--- config.mk ---
export PLATFORM = sky130hd
export DESIGN_NAME = monopix_conf_ctrl
export DESIGN_NICKNAME = d
export VERILOG_FILES = /design/src/rtl/monopix_conf_ctrl.sv
export SDC_FILE = /design/constraint.sdc
export NUM_CORES = 1
export LEC_CHECK = 0
export BUFFER_PORTS_ARGS = -buffer_cell sky130_fd_sc_hd__buf_4
export CORE_UTILIZATION = 35
export DETAILED_ROUTE_END_ITERATION = 10
export GPL_TIMING_DRIVEN = 0
export MAX_ROUTING_LAYER = met4
export SYNTH_ARGS = -nofsm -noshare
export SYNTH_HDL_FRONTEND = slang
export SYNTH_SLANG_ARGS = --single-unit
--- constraint.sdc ---
create_clock -name CLK -period 5.3 [get_ports CLK]
set_clock_uncertainty 0.2 [all_clocks]
set_input_delay 0.265 -clock CLK [delete_from_list [all_inputs] [get_ports CLK]]
set_output_delay 0.265 -clock CLK [all_outputs]
set_load 0.01 [all_outputs]
--- src/rtl/monopix_conf_ctrl.sv ---
`timescale 1ns/1ps
// monopix_conf_ctrl
// Sequencer for the MONOPIX serial configuration port. On START it reads a
// CONF_WIDTH-bit image from a byte-wide synchronous RAM (byte 0 first) and
// shifts it MSB-first into the chip on CLK_CONF/SI_CONF. After a quiet gap it
// pulses LD_CONF, then pulses DONE. DEF_CONF stays high from reset until the
// first completed load. DEF_REQ re-asserts it while the block is idle.
//
// Ports:
//   CLK, RST          system clock, asynchronous active-high reset
//   START, DEF_REQ    single-cycle requests
//   RD_ADDR/RD_EN     RAM read port; RD_DATA is valid the cycle after RD_EN
//   RD_DATA           RAM read data
//   BUSY, DONE        status (DONE is a one-cycle pulse)
//   CLK_CONF, SI_CONF, LD_CONF, DEF_CONF   registered pad outputs
//   SO_CONF           serial data returned by the chip
//
// Optional build macro MONOPIX_CONF_READBACK_EN: samples SO_CONF on every
// CLK_CONF rising edge and presents each completed byte on RB_DATA with a
// one-cycle RB_VALID.
module monopix_conf_ctrl #(
    parameter int CONF_WIDTH = 4096,
    parameter int CLK_DIV    = 4,
    parameter int ADDR_W     = $clog2(CONF_WIDTH/8)
) (
    input  logic              CLK,
    input  logic              RST,
    input  logic              START,
    input  logic              DEF_REQ,
    output logic [ADDR_W-1:0] RD_ADDR,
    output logic              RD_EN,
    input  logic [7:0]        RD_DATA,
    output logic              BUSY,
    output logic              DONE,
    output logic              CLK_CONF,
    output logic              SI_CONF,
    output logic              LD_CONF,
    output logic              DEF_CONF,
    input  logic              SO_CONF
`ifdef MONOPIX_CONF_READBACK_EN
    ,
    output logic [7:0]        RB_DATA,
    output logic              RB_VALID
`endif
);
    localparam int NBYTES = CONF_WIDTH / 8;
    localparam int CW     = $clog2(2 * CLK_DIV);
    localparam logic [CW-1:0]     PH_MID    = CW'(CLK_DIV - 1);
    localparam logic [CW-1:0]     PH_LAST   = CW'(2 * CLK_DIV - 1);
    localparam logic [ADDR_W-1:0] LAST_BYTE = ADDR_W'(NBYTES - 1);

    generate
        if ((CONF_WIDTH % 8) != 0 || CONF_WIDTH < 16) begin : g_bad_width
            $error("monopix_conf_ctrl: CONF_WIDTH must be a multiple of 8 and at least 16");
        end
        if (CLK_DIV < 2) begin : g_bad_div
            $error("monopix_conf_ctrl: CLK_DIV must be at least 2");
        end
    endgenerate

    typedef enum logic [2:0] {
        S_IDLE, S_FETCH, S_SHIFT, S_GAP, S_LOAD, S_FIN
    } state_t;

    state_t            state, state_n;
    logic [CW-1:0]     cnt, cnt_n;          // CLK cycle within a bit / gap / load period
    logic [2:0]        bit_idx, bit_n;      // bit within the current byte, 0 = MSB
    logic [ADDR_W-1:0] byte_idx, byte_n;    // byte currently being shifted
    logic [7:0]        sreg, sreg_n;        // current byte, next bit out at [7]
    logic [7:0]        nxt, nxt_n;          // prefetched following byte
    logic [ADDR_W-1:0] addr_n;
    logic              rd_en_n, busy_n, done_n, clk_n, si_n, ld_n, def_n;

`ifdef MONOPIX_CONF_READBACK_EN
    logic [7:0] rb_sreg, rb_sreg_n, rb_data_n;
    logic       rb_valid_n;
`else
    logic unused_so;
    assign unused_so = SO_CONF;
`endif

    always_ff @(posedge CLK or posedge RST) begin
        if (RST) begin
            state    <= S_IDLE;
            cnt      <= '0;
            bit_idx  <= '0;
            byte_idx <= '0;
            sreg     <= '0;
            nxt      <= '0;
            RD_ADDR  <= '0;
            RD_EN    <= 1'b0;
            BUSY     <= 1'b0;
            DONE     <= 1'b0;
            CLK_CONF <= 1'b0;
            SI_CONF  <= 1'b0;
            LD_CONF  <= 1'b0;
            DEF_CONF <= 1'b1;
`ifdef MONOPIX_CONF_READBACK_EN
            rb_sreg  <= '0;
            RB_DATA  <= '0;
            RB_VALID <= 1'b0;
`endif
        end else begin
            state    <= state_n;
            cnt      <= cnt_n;
            bit_idx  <= bit_n;
            byte_idx <= byte_n;
            sreg     <= sreg_n;
            nxt      <= nxt_n;
            RD_ADDR  <= addr_n;
            RD_EN    <= rd_en_n;
            BUSY     <= busy_n;
            DONE     <= done_n;
            CLK_CONF <= clk_n;
            SI_CONF  <= si_n;
            LD_CONF  <= ld_n;
            DEF_CONF <= def_n;
`ifdef MONOPIX_CONF_READBACK_EN
            rb_sreg  <= rb_sreg_n;
            RB_DATA  <= rb_data_n;
            RB_VALID <= rb_valid_n;
`endif
        end
    end

    // Next-state logic. Every output is registered from these *_n values, so
    // the pads never see a combinational path from an input.
    always_comb begin
        state_n = state;
        cnt_n   = cnt;
        bit_n   = bit_idx;
        byte_n  = byte_idx;
        sreg_n  = sreg;
        nxt_n   = nxt;
        addr_n  = RD_ADDR;
        rd_en_n = 1'b0;
        busy_n  = BUSY;
        done_n  = 1'b0;
        clk_n   = CLK_CONF;
        si_n    = SI_CONF;
        ld_n    = LD_CONF;
        def_n   = DEF_CONF;
`ifdef MONOPIX_CONF_READBACK_EN
        rb_sreg_n  = rb_sreg;
        rb_data_n  = RB_DATA;
        rb_valid_n = 1'b0;
`endif

        if (DEF_REQ && !BUSY)
            def_n = 1'b1;

        case (state)
            S_IDLE: begin
                if (START) begin
                    state_n = S_FETCH;
                    cnt_n   = '0;
                    busy_n  = 1'b1;
                    rd_en_n = 1'b1;
                    addr_n  = '0;
                end
            end

            S_FETCH: begin
                if (cnt == '0) begin
                    cnt_n   = CW'(1);
                    rd_en_n = 1'b1;
                end else begin
                    // Byte 0 is on RD_DATA now; its MSB goes straight to the pad.
                    // The read for byte 1 is issued in the first cycle of bit 0.
                    state_n = S_SHIFT;
                    cnt_n   = '0;
                    bit_n   = '0;
                    byte_n  = '0;
                    sreg_n  = RD_DATA;
                    si_n    = RD_DATA[7];
                    clk_n   = 1'b0;
                    rd_en_n = 1'b1;
                    addr_n  = ADDR_W'(1);
                end
            end

            S_SHIFT: begin
                cnt_n = cnt + 1'b1;
                // Prefetch data arrives in the second cycle of bit 0.
                if (cnt == CW'(1) && bit_idx == 3'd0)
                    nxt_n = RD_DATA;
                if (cnt == PH_MID) begin
                    clk_n = 1'b1;
`ifdef MONOPIX_CONF_READBACK_EN
                    rb_sreg_n = {rb_sreg[6:0], SO_CONF};
                    if (bit_idx == 3'd7) begin
                        rb_data_n  = {rb_sreg[6:0], SO_CONF};
                        rb_valid_n = 1'b1;
                    end
`endif
                end
                if (cnt == PH_LAST) begin
                    cnt_n = '0;
                    clk_n = 1'b0;
                    if (bit_idx == 3'd7) begin
                        if (byte_idx == LAST_BYTE) begin
                            state_n = S_GAP;
                            addr_n  = '0;
                        end else begin
                            byte_n = byte_idx + 1'b1;
                            bit_n  = '0;
                            sreg_n = nxt;
                            si_n   = nxt[7];
                            if ((byte_idx + 1'b1) != LAST_BYTE) begin
                                rd_en_n = 1'b1;
                                addr_n  = RD_ADDR + 1'b1;
                            end
                        end
                    end else begin
                        bit_n  = bit_idx + 3'd1;
                        sreg_n = {sreg[6:0], 1'b0};
                        si_n   = sreg[6];
                    end
                end
            end

            S_GAP: begin
                cnt_n = cnt + 1'b1;
                if (cnt == PH_LAST) begin
                    state_n = S_LOAD;
                    cnt_n   = '0;
                    ld_n    = 1'b1;
                end
            end

            S_LOAD: begin
                cnt_n = cnt + 1'b1;
                if (cnt == PH_LAST) begin
                    state_n = S_FIN;
                    cnt_n   = '0;
                    ld_n    = 1'b0;
                    done_n  = 1'b1;
                    busy_n  = 1'b0;
                    def_n   = 1'b0;
                end
            end

            S_FIN: begin
                state_n = S_IDLE;
            end

            default: begin
                state_n = S_IDLE;
            end
        endcase
    end
endmodule

==> results.py, run 1 <==
metrics = {
    "global_route": {
        "overflow": 0,
        "grt_pass1_wl_um": 10200,
        "grt_max_degree": 36,
        "grt_pass1_vias": 2069,
        "grt.total_usage": 0.156,
        "antenna_found_initial": 0,
    },
    "sta": {
        "hold_violations": 0,
        "rsz0062_at_grt": "false",
        "slew_violations": 0,
        "finalSetupViolCount": 0,
        "maxSlewHeadroom": 0.557,
        "final.setup.tns_ns": 0,
        "fin_crit_ns": 3.20,
        "whs_ns": 0.00105,
        "min_period_over_period": 0.603,
        "worst_pin_slew_ns": 0.665,
        "fmax_mhz": 313,
    },
    "clocking": {
        "clockBufferDepth": 2,
        "cts_root_buffer": "clkbuf_8",
        "insertion_delay_ns": 0.31,
        "cts_resized": 0,
        "clk_transition_reported_paths_ns": 0.09,
        "cts_tree": "built",
        "htreeDepth": 2,
        "cts_made_buffers": 5,
        "clock_sinks": 49,
    },
    "place": {
        "io_buffers": 27,
        "dpl.hpwl_um": 4200,
        "place_congestion": 0.775,
        "place_area_um2": 3090,
        "dp.cells": 411,
    },
    "setup_path": {
        "ff2ff_setup_slack_ns": 2.10,
        "required_ns": 5.29,
        "r2r-end": "RD_ADDR[5]",
        "cp_max_fo": 10,
        "worst-path-buf-inv": 1,
        "cp.arrival_ns": 3.19,
        "crit_top_cell": "ha_1",
        "r2r_start": "byte_idx[0]",
        "worst-r2r-cell-count": 9,
        "crit_path_start_kind": "flip-flop",
        "path_delay_family": "simple AND/OR/NAND/NOR gates",
        "worst_setup_path_end_kind": "flip-flop",
        "path_class": "flip-flop to flip-flop",
        "crit_path_top_delay_cell": "nor4b_4",
        "cpPeakStageDelay_ns": 0.60,
        "crit_chain": "ha_1, nand3_1, nor2_1, and3_1, ha_1, nor4b_4, nand3_4, clkbuf_1, o41ai_1",
    },
    "routing": {
        "via_per_inst": 5.13,
        "drt-total-wl_um": 5830,
        "dr.pass1.iters": 4,
        "post_drt_wl_per_cell_um": 13.7,
        "drc": 0,
        "vias": 2190,
        "ant_nets": 0,
        "drtIter0Drc": 182,
    },
    "logic_synthesis": {
        "ys_warn_count": 0,
        "synth_nets": 309,
        "synth_top_area_frac": 0.438,
        "synth_area_um2": 2750,
        "synth_cell_types": 50,
        "synthCells": 284,
        "synth-seq-cells": 49,
        "yosysMostFrequentCell": "dfrtp_1",
        "synth-edff-count": 0,
        "synthTopCellsByArea": "dfrtp_1 44%, o21ai_0 6.0%, ha_1 5.5%, mux2_2 5.3%, nand2_1 4.5%",
        "yosysTopAreaCell": "dfrtp_1",
        "ys.flop_type": "dfrtp_1",
        "synth_common_cells": "48 x dfrtp_1, 33 x nand2_1, 33 x o21ai_0, 21 x nor2_1, 19 x nand3_1",
        "synth_seq_area_share": 0.447,
        "synth_area_per_cell_um2": 9.67,
        "synth-async-reset-ratio": 1.00,
    },
    "floorplan": {
        "die_w_um": 90.6,
        "num_rows": 31,
        "coreArea_um2": 7410,
        "num_io_pins": 29,
        "start_util": 0.371,
        "fp.dieArea_um2": 8200,
        "die_h_um": 90.6,
    },
    "power": {
        "power_frac_seq": 0.520,
        "power_frac_clock": 0.443,
        "combPwrFrac": 0.037,
        "p_sw_mw": 0.147,
        "p_per_area_nw_per_um2": 220,
        "switching_share": 0.202,
        "p_int_mw": 0.582,
        "power.leakage_nw": 1.47,
        "ir_drop_mv": 0.167,
        "power_mw": 0.729,
    },
    "finish": {
        "finalInstanceArea_um2": 3310,
        "stdcell_count": 427,
        "final_nets": 352,
        "diodes": 0,
        "synthToLayoutAreaGrowth_pct": 20.6,
        "drive_gt1_frac": 0.192,
    },
    "min_path": {
        "holdPathStages": 3,
        "min_from": "DEF_REQ",
        "hold_end": "DEF_CONF",
        "hold_path.class": "primary input to flip-flop",
    },
    "run": {
        "max_cap_violations": 0,
    },
    "run_status": {
        "outcome": "finished clean",
    },
}
[routing by layer]
| metal | vias up | track usage | routed length [um] |
|---|---|---|---|
| li1 | 1106 | - | - |
| met1 | 1044 | 0.213 | 2860 |
| met5 | - | - | 0 |
| met4 | 0 | 0.0484 | 83 |
| met2 | 34 | 0.241 | 2730 |
| met3 | 6 | 0.0219 | 157 |
[cell type report]
cell class                      instances  area [um^2]
Sequential cell                        49         1230
Multi-Input combinational cell        209         1400
Clock buffer                            5         68.8
Timing Repair Buffer                   36          303
Inverter                               14         52.6
Tap cell                               99          124
Clock inverter                          3         68.8
Fill cell                             729         4100
Buffer                                 12         61.3
[cells by family after synthesis]
| family | Yosys count | share of synthesized area |
|---|---|---|
| XOR/XNOR | 3 | 0.00957 |
| buffers and inverters | 26 | 0.0415 |
| adder cells (fa/ha/maj) | 12 | 0.0547 |
| AND/OR/NAND/NOR | 100 | 0.190 |
| AO/OA/AOI/OAI | 71 | 0.166 |
| flip-flops | 49 | 0.447 |
| multiplexers | 23 | 0.0907 |
[flip-flops by register name (all words and copies together), names as in the netlist, 3 cells and up]
name and count:
byte_idx 9, RD_ADDR 9, sreg 7, state 3, bit_idx 3, cnt 3
nxt 8
[worst register-to-register path: cells and delay by family, from the launching register on]
kind,cells,cell delay (ns)
fa+ha+maj,2,0.53
flops,1,0.44
compound gates,1,0.41
buf+inv,1,0.29
simple gates,5,1.23
[worst max-delay path by stage]
stage                      startpoint         end  slack [ns]  depth (start not counted)
final                     byte_idx[0]  RD_ADDR[5]        2.10                          9
after detailed placement  byte_idx[0]  RD_ADDR[5]        2.09                          9
after floorplan           byte_idx[0]  RD_ADDR[7]        2.49                          9
after CTS                 byte_idx[0]  RD_ADDR[5]        2.07                          9
after global routing      byte_idx[0]  RD_ADDR[5]        1.81                          9
after global placement    byte_idx[0]  RD_ADDR[7]        2.15                          9
[through the flow]
stage / utilization / setup slack, ns
finish: 0.447 / 2.10
global route: 0.447 / 1.81
CTS: 0.447 / 2.07
detailed placement: 0.417 / 2.09
global placement: 0.415 / 2.15
floorplan: - / 2.49
[cell usage in the layout, fill, tap and decap left out, types with 2 or more instances in the layout]
cell	instances
clkbuf_8	5
mux2_2	13
dfrtp_1	48
nor2_1	21
or3_1	2
nand2_1	33
a21oi_1	9
and3_1	2
buf_4	28
nand2b_1	4
o41ai_1	2
nor3b_1	3
nand3_1	19
o311ai_0	2
clkbuf_1	6
o211ai_1	3
mux2_1	2
and2_1	2
inv_1	13
dlygate4sd3_1	8
xor2_1	2
a2bb2oi_1	2
a22o_1	2
mux2i_1	8
nand4_1	2
o21a_1	3
ha_1	12
bufinv_16	2
a31oi_1	3
or4_1	4
o21ai_0	33
o31ai_1	3
buf_2	4
[power groups by stage]
stage                     logic, mW  clock network, mW  registers, mW
after detailed placement     0.0231                  0          0.387
after global routing         0.0299              0.345          0.380
after floorplan             0.00965                  0          0.386
after global placement       0.0206                  0          0.386
after CTS                    0.0277              0.333          0.379
final                        0.0267              0.323          0.379
[timing repair]
item / 4_1_cts / 5_1_grt
hold endpoints to repair: 21 / 0
hold buffers: 8 / 0
setup buffers: 0 / 0
Power figures use the tool's default switching activity.
==> run 2, diff against run 1 <==
==> constraint.sdc (replaced) <==
create_clock -name CLK -period 2.6 [get_ports CLK]
set_clock_uncertainty 0.2 [all_clocks]
set_input_delay 0.13 -clock CLK [delete_from_list [all_inputs] [get_ports CLK]]
set_output_delay 0.13 -clock CLK [all_outputs]
set_load 0.01 [all_outputs]
==> results.py, run 2 (same netlist as run 1, synthesis figures left out) <==
metrics = {
    "finish": {
        "synthToLayoutAreaGrowth_pct": 27.3,
        "postLayoutCoreUtil": 0.472,
        "drive_gt1_frac": 0.274,
        "final_nets": 363,
        "fill_cells": 713,
        "diodes": 0,
        "layout_commonest_cell": "dfrtp_1",
        "stdcell_count": 438,
        "final_cell_mix": "48 x dfrtp_1, 35 x buf_4, 33 x nand2_1, 32 x o21ai_0, 19 x nor2_1",
        "reg.largest.list": "RD_ADDR x9, byte_idx x9, nxt x8",
    },
    "floorplan": {
        "coreArea_um2": 7410,
        "num_rows": 31,
        "fp.dieArea_um2": 8200,
        "die_w_um": 90.6,
        "die_h_um": 90.6,
        "num_io_pins": 29,
        "start_util": 0.371,
    },
    "place": {
        "dpl.hpwl_um": 4080,
        "io_buffers": 27,
        "dp.cells": 411,
        "place_congestion": 0.811,
    },
    "sta": {
        "hold_violations": 0,
        "fin_crit_ns": 2.56,
        "slew_violations": 0,
        "finalSetupViolCount": 0,
        "worst_pin_slew_ns": 0.653,
        "fmax_mhz": 391,
        "whs_ns": 0.0996,
        "min_period_over_period": 0.984,
        "rsz0062_at_grt": "true",
        "maxSlewHeadroom": 0.565,
    },
    "routing": {
        "drc": 0,
        "post_drt_wl_per_cell_um": 14.0,
        "drtIter0Drc": 137,
        "via_per_inst": 5.24,
        "ant_nets": 0,
        "dr.pass1.iters": 5,
        "vias": 2293,
        "drt-total-wl_um": 6120,
    },
    "setup_path": {
        "required_ns": 2.59,
        "ff2ff_setup_slack_ns": 0.04,
        "cpPeakStageDelay_ns": 0.43,
        "crit_path_top_delay_cell": "dfrtp_1",
        "cp_max_fo": 5,
        "worst-r2r-cell-count": 11,
        "cp.arrival_ns": 2.55,
        "worst-path-buf-inv": 1,
        "path_class": "flip-flop to flip-flop",
        "worst_setup_path_end_kind": "flip-flop",
        "path_delay_family": "simple AND/OR/NAND/NOR gates",
        "r2r-end": "RD_ADDR[4]",
        "crit_path_start_kind": "flip-flop",
        "crit_top_cell": "ha_4",
        "r2r_start": "byte_idx[0]",
        "crit_chain": "ha_4, nand3_4, nor2_4, and3_4, ha_4, nand3_2, or3_4, a211oi_4, buf_4, or4_1, nand3_1",
    },
    "power": {
        "power.leakage_nw": 1.52,
        "ir_drop_mv": 0.212,
        "power_mw": 1.30,
        "switching_share": 0.238,
        "p_int_mw": 0.993,
        "power_frac_clock": 0.362,
        "p_sw_mw": 0.310,
        "p_per_area_nw_per_um2": 373,
        "combPwrFrac": 0.044,
        "power_frac_seq": 0.593,
    },
    "global_route": {
        "grt_pass1_vias": 2233,
        "grt_pass1_wl_um": 10400,
        "grt.total_usage": 0.157,
        "antenna_found_initial": 0,
        "overflow": 0,
        "grt_max_degree": 41,
    },
    "clocking": {
        "clockBufferDepth": 2,
        "clk_transition_reported_paths_ns": 0.10,
        "cts_root_buffer": "clkbuf_8",
        "cts_made_buffers": 5,
        "insertion_delay_ns": 0.31,
        "clock_sinks": 49,
        "htreeDepth": 2,
        "cts_tree": "built",
    },
    "run_status": {
        "outcome": "finished clean",
    },
    "min_path": {
        "hold_path.class": "primary input to asynchronous set/reset pin",
    },
    "run": {
        "max_cap_violations": 0,
    },
}
-- run 2: cell count changes in the layout (fill, tap and decap cells not counted), moves of 3 or more --
cell | before | now
buf_4 | 28 | 35
dlygate4sd3_1 | 8 | 11
ha_1 | 12 | 9
nand3_1 | 19 | 15
nand3_2 | 0 | 3
-- run 2: power groups by stage --
| stage | registers, mW | logic (mW) | clock network (mW) |
|---|---|---|---|
| 6_report | 0.773 | 0.0578 | 0.472 |
| 5_1_grt | 0.774 | 0.0648 | 0.514 |
| 4_1_cts | 0.773 | 0.0597 | 0.485 |
| 3_5_place_dp | 0.788 | 0.0466 | 0 |
| 3_3_place_gp | 0.788 | 0.0420 | 0 |
| 2_1_floorplan | 0.788 | 0.0197 | 0 |
-- run 2: worst min-delay path: cells and delay by family --
family                 cells  cell delay (ns)
buffers and inverters      3             0.86
-- run 2: worst max path at each step --
stage / start / endpoint / slack, ns / cells after the start
floorplan: byte_idx[1] / RD_ADDR[6] / 0.004 / 9
global placement: byte_idx[0] / RD_ADDR[2] / -0.40 / 9
global route: byte_idx[0] / RD_ADDR[4] / -0.03 / 11
finish: byte_idx[0] / RD_ADDR[4] / 0.04 / 11
CTS: byte_idx[0] / RD_ADDR[1] / 0.003 / 11
detailed placement: byte_idx[0] / RD_ADDR[5] / -0.43 / 9
-- run 2: stage by stage --
step / setup TNS, ns / instance area (um^2) / setup slack (ns)
detailed placement: -5.41 / 3120 / -0.429
finish: 0 / 3500 / 0.0427
global route: -0.128 / 3500 / -0.0349
CTS: 0 / 3360 / 0.00286
floorplan: 0 / 2770 / 0.00430
global placement: -5.02 / 3100 / -0.397
-- run 2: area by class of cell --
class / instances / area [um^2] / area share
buffer: 11 / 58.8 / 0.0168
clock buffer: 5 / 68.8 / 0.0197
clock inverter: 3 / 21.3 / 0.00608
inverter: 14 / 52.6 / 0.0150
multi-input combinational: 209 / 1540 / 0.439
sequential: 49 / 1230 / 0.351
tap: 99 / 124 / 0.0354
timing repair buffer: 48 / 408 / 0.117
-- run 2: what timing repair did --
| item | 4_1_cts | 5_1_grt |
|---|---|---|
| gates cloned | 0 | 1 |
| setup endpoints to repair | 23 | 23 |
| pin swaps | 2 | 12 |
| hold endpoints to repair | 67 | 0 |
| buffers inserted | 5 | 3 |
| gates resized for setup | 3 | 27 |
| hold buffers | 11 | 0 |
-- run 2: layer usage --
layer  track usage  routed length, um  share of wire
met5             -                  0              0
met4        0.0444                 65          0.011
met3        0.0236                157          0.026
met2         0.251               2880           0.47
met1         0.208               3010           0.49
==> run 3, diff against run 2 <==
--- a/config.mk
+++ b/config.mk
@@ -7,6 +7,7 @@
 export LEC_CHECK = 0
 export BUFFER_PORTS_ARGS = -buffer_cell sky130_fd_sc_hd__buf_4
 export CORE_UTILIZATION = 35
+export CTS_CLUSTER_SIZE = 30
 export DETAILED_ROUTE_END_ITERATION = 10
 export GPL_TIMING_DRIVEN = 0
 export MAX_ROUTING_LAYER = met4
==> constraint.sdc (replaced) <==
create_clock -name CLK -period 2.2 [get_ports CLK]
set_clock_uncertainty 0.2 [all_clocks]
set_input_delay 0.11 -clock CLK [delete_from_list [all_inputs] [get_ports CLK]]
set_output_delay 0.11 -clock CLK [all_outputs]
set_load 0.01 [all_outputs]
==> results.py, run 3 (same netlist as run 1, synthesis figures left out) <==
metrics = {
    "clocking": {
        "htreeDepth": 2,
        "insertion_delay_ns": 0.31,
        "cts_root_buffer": "clkbuf_8",
        "clk_transition_reported_paths_ns": 0.10,
        "clock_sinks": 49,
        "clockBufferDepth": 2,
        "cts_tree": "built",
        "cts_made_buffers": 5,
    },
    "sta": {
        "min_period_over_period": 1.14,
        "worst_pin_slew_ns": 0.534,
        "rsz0062_at_grt": "true",
        "final.setup.tns_ns": -3.88,
        "fin_crit_ns": 2.51,
        "worst_slack_ns": -0.313,
        "maxSlewHeadroom": 0.644,
        "slew_violations": 0,
        "fmax_mhz": 398,
        "hold_violations": 0,
        "finalSetupViolCount": 28,
    },
    "finish": {
        "reg.largest.list": "RD_ADDR x9, byte_idx x9, nxt x8",
        "final_nets": 380,
        "postLayoutCoreUtil": 0.520,
        "synthToLayoutAreaGrowth_pct": 40.3,
        "fill_cells": 658,
        "layout_commonest_cell": "dfrtp_1",
        "drive_gt1_frac": 0.368,
        "final_cell_mix": "45 x dfrtp_1, 38 x buf_4, 32 x nand2_1, 17 x o21ai_0, 15 x buf_6",
        "diodes": 0,
    },
    "place": {
        "dpl.hpwl_um": 4030,
        "place_congestion": 0.811,
        "io_buffers": 27,
    },
    "setup_path": {
        "r2r_start": "byte_idx[1]",
        "cp_max_fo": 4,
        "cp-startpoint": "byte_idx[1]",
        "path_class": "flip-flop to flip-flop",
        "required_ns": 2.20,
        "worst_setup_path_end_kind": "flip-flop",
        "cp.arrival_ns": 2.51,
        "ff2ff_setup_slack_ns": -0.31,
        "crit_path_start_kind": "flip-flop",
    },
    "global_route": {
        "grt_max_degree": 34,
        "grt_pass1_wl_um": 10500,
        "grt_pass1_vias": 2184,
        "grt.total_usage": 0.162,
        "antenna_found_initial": 0,
        "overflow": 0,
    },
    "floorplan": {
        "num_rows": 31,
        "coreArea_um2": 7410,
        "start_util": 0.371,
        "die_h_um": 90.6,
        "fp.dieArea_um2": 8200,
        "die_w_um": 90.6,
        "num_io_pins": 29,
    },
    "routing": {
        "vias": 2353,
        "drtIter0Drc": 135,
        "ant_nets": 0,
        "via_per_inst": 5.17,
        "drc": 0,
        "drt-total-wl_um": 6320,
        "dr.pass1.iters": 4,
        "post_drt_wl_per_cell_um": 13.9,
    },
    "power": {
        "power.leakage_nw": 1.66,
        "ir_drop_mv": 0.226,
        "p_per_area_nw_per_um2": 430,
    },
    "run_status": {
        "outcome": "complete, but fails checks",
        "failed_checks": "negative setup slack",
    },
    "min_path": {
        "hold_path.class": "primary input to asynchronous set/reset pin",
    },
    "run": {
        "max_cap_violations": 0,
    },
}
==> run 3: cell count changes in the layout (fill, tap and decap cells not counted), sizes merged <==
cell	before	now
buf	44	61
bufinv	0	1
inv	15	14
==> run 3: worst paths after layout <==
| path | to | depth (start not counted) |
|---|---|---|
| max | RD_ADDR[0] | 12 |
| min | nxt[3] | 3 |
| max reg2reg | RD_ADDR[0] | 12 |
| min reg2reg | LD_CONF | 2 |
| max in group asynchronous | DEF_CONF | 4 |
| min in group CLK | state[0] | 6 |
==> run 3: timing repair <==
| action | 4_1_cts | 5_1_grt |
|---|---|---|
| pin swaps | 9 | 13 |
| hold endpoints to repair | 67 | 0 |
| resized for setup | 49 | 37 |
| gates cloned | 2 | 0 |
| setup endpoints to repair | 39 | 30 |
| setup buffers | 21 | 6 |
| hold buffers | 11 | 0 |
==> run 3: area by class of cell <==
type                       count  area, um^2  share of cell area
sequential                    49        1230               0.320
clock buffer                   5        68.8              0.0179
clock inverter                 3        46.3              0.0120
tap                           99         124              0.0322
multi-input combinational    209        1650               0.428
inverter                      14        52.6              0.0136
buffer                        11        80.1              0.0208
timing repair buffer          65         601               0.156
==> run 3: per-stage QoR <==
stage                     std cells  cell area, um^2  worst slack, ns  hold WS, ns  total power [mW]
final                           455             3850           -0.313        0.136              1.66
after global placement          410             3140           -0.631        0.156             0.981
after CTS                       451             3700           -0.305        0.146              1.67
after global routing            455             3850           -0.382        0.169              1.72
after detailed placement        411             3160           -0.643      -0.0647             0.986
after floorplan                 284             2810           -0.352       0.0577             0.954
==> run 3: layer usage <==
layer	up-vias	wire length (um)	global-route usage
met2	32	3030	0.247
met1	1140	3070	0.221
met3	6	144	0.0244
li1	1175	-	-
met4	0	78	0.0511
met5	-	0	-
==> run 3: critical path, cell delays in order, from the launching register on <==
cell and delay (ns):
dfrtp_2 0.44, ha_4 0.17, nand3_4 0.09, nor2_4 0.04, and3_4 0.15, ha_4 0.26
nand3_2 0.06, or3_4 0.34, a211oi_4 0.19, buf_6 0.17, buf_6 0.11, a21oi_2 0.06
a2bb2oi_1 0.13
==> run 3: where the power goes <==
group / switching (mW) / leakage (nW) / internal [mW]
Combinational: 0.0312 / 0.980 / 0.0387
Clock: 0.332 / 0.0543 / 0.341
Sequential: 0.00464 / 0.627 / 0.909
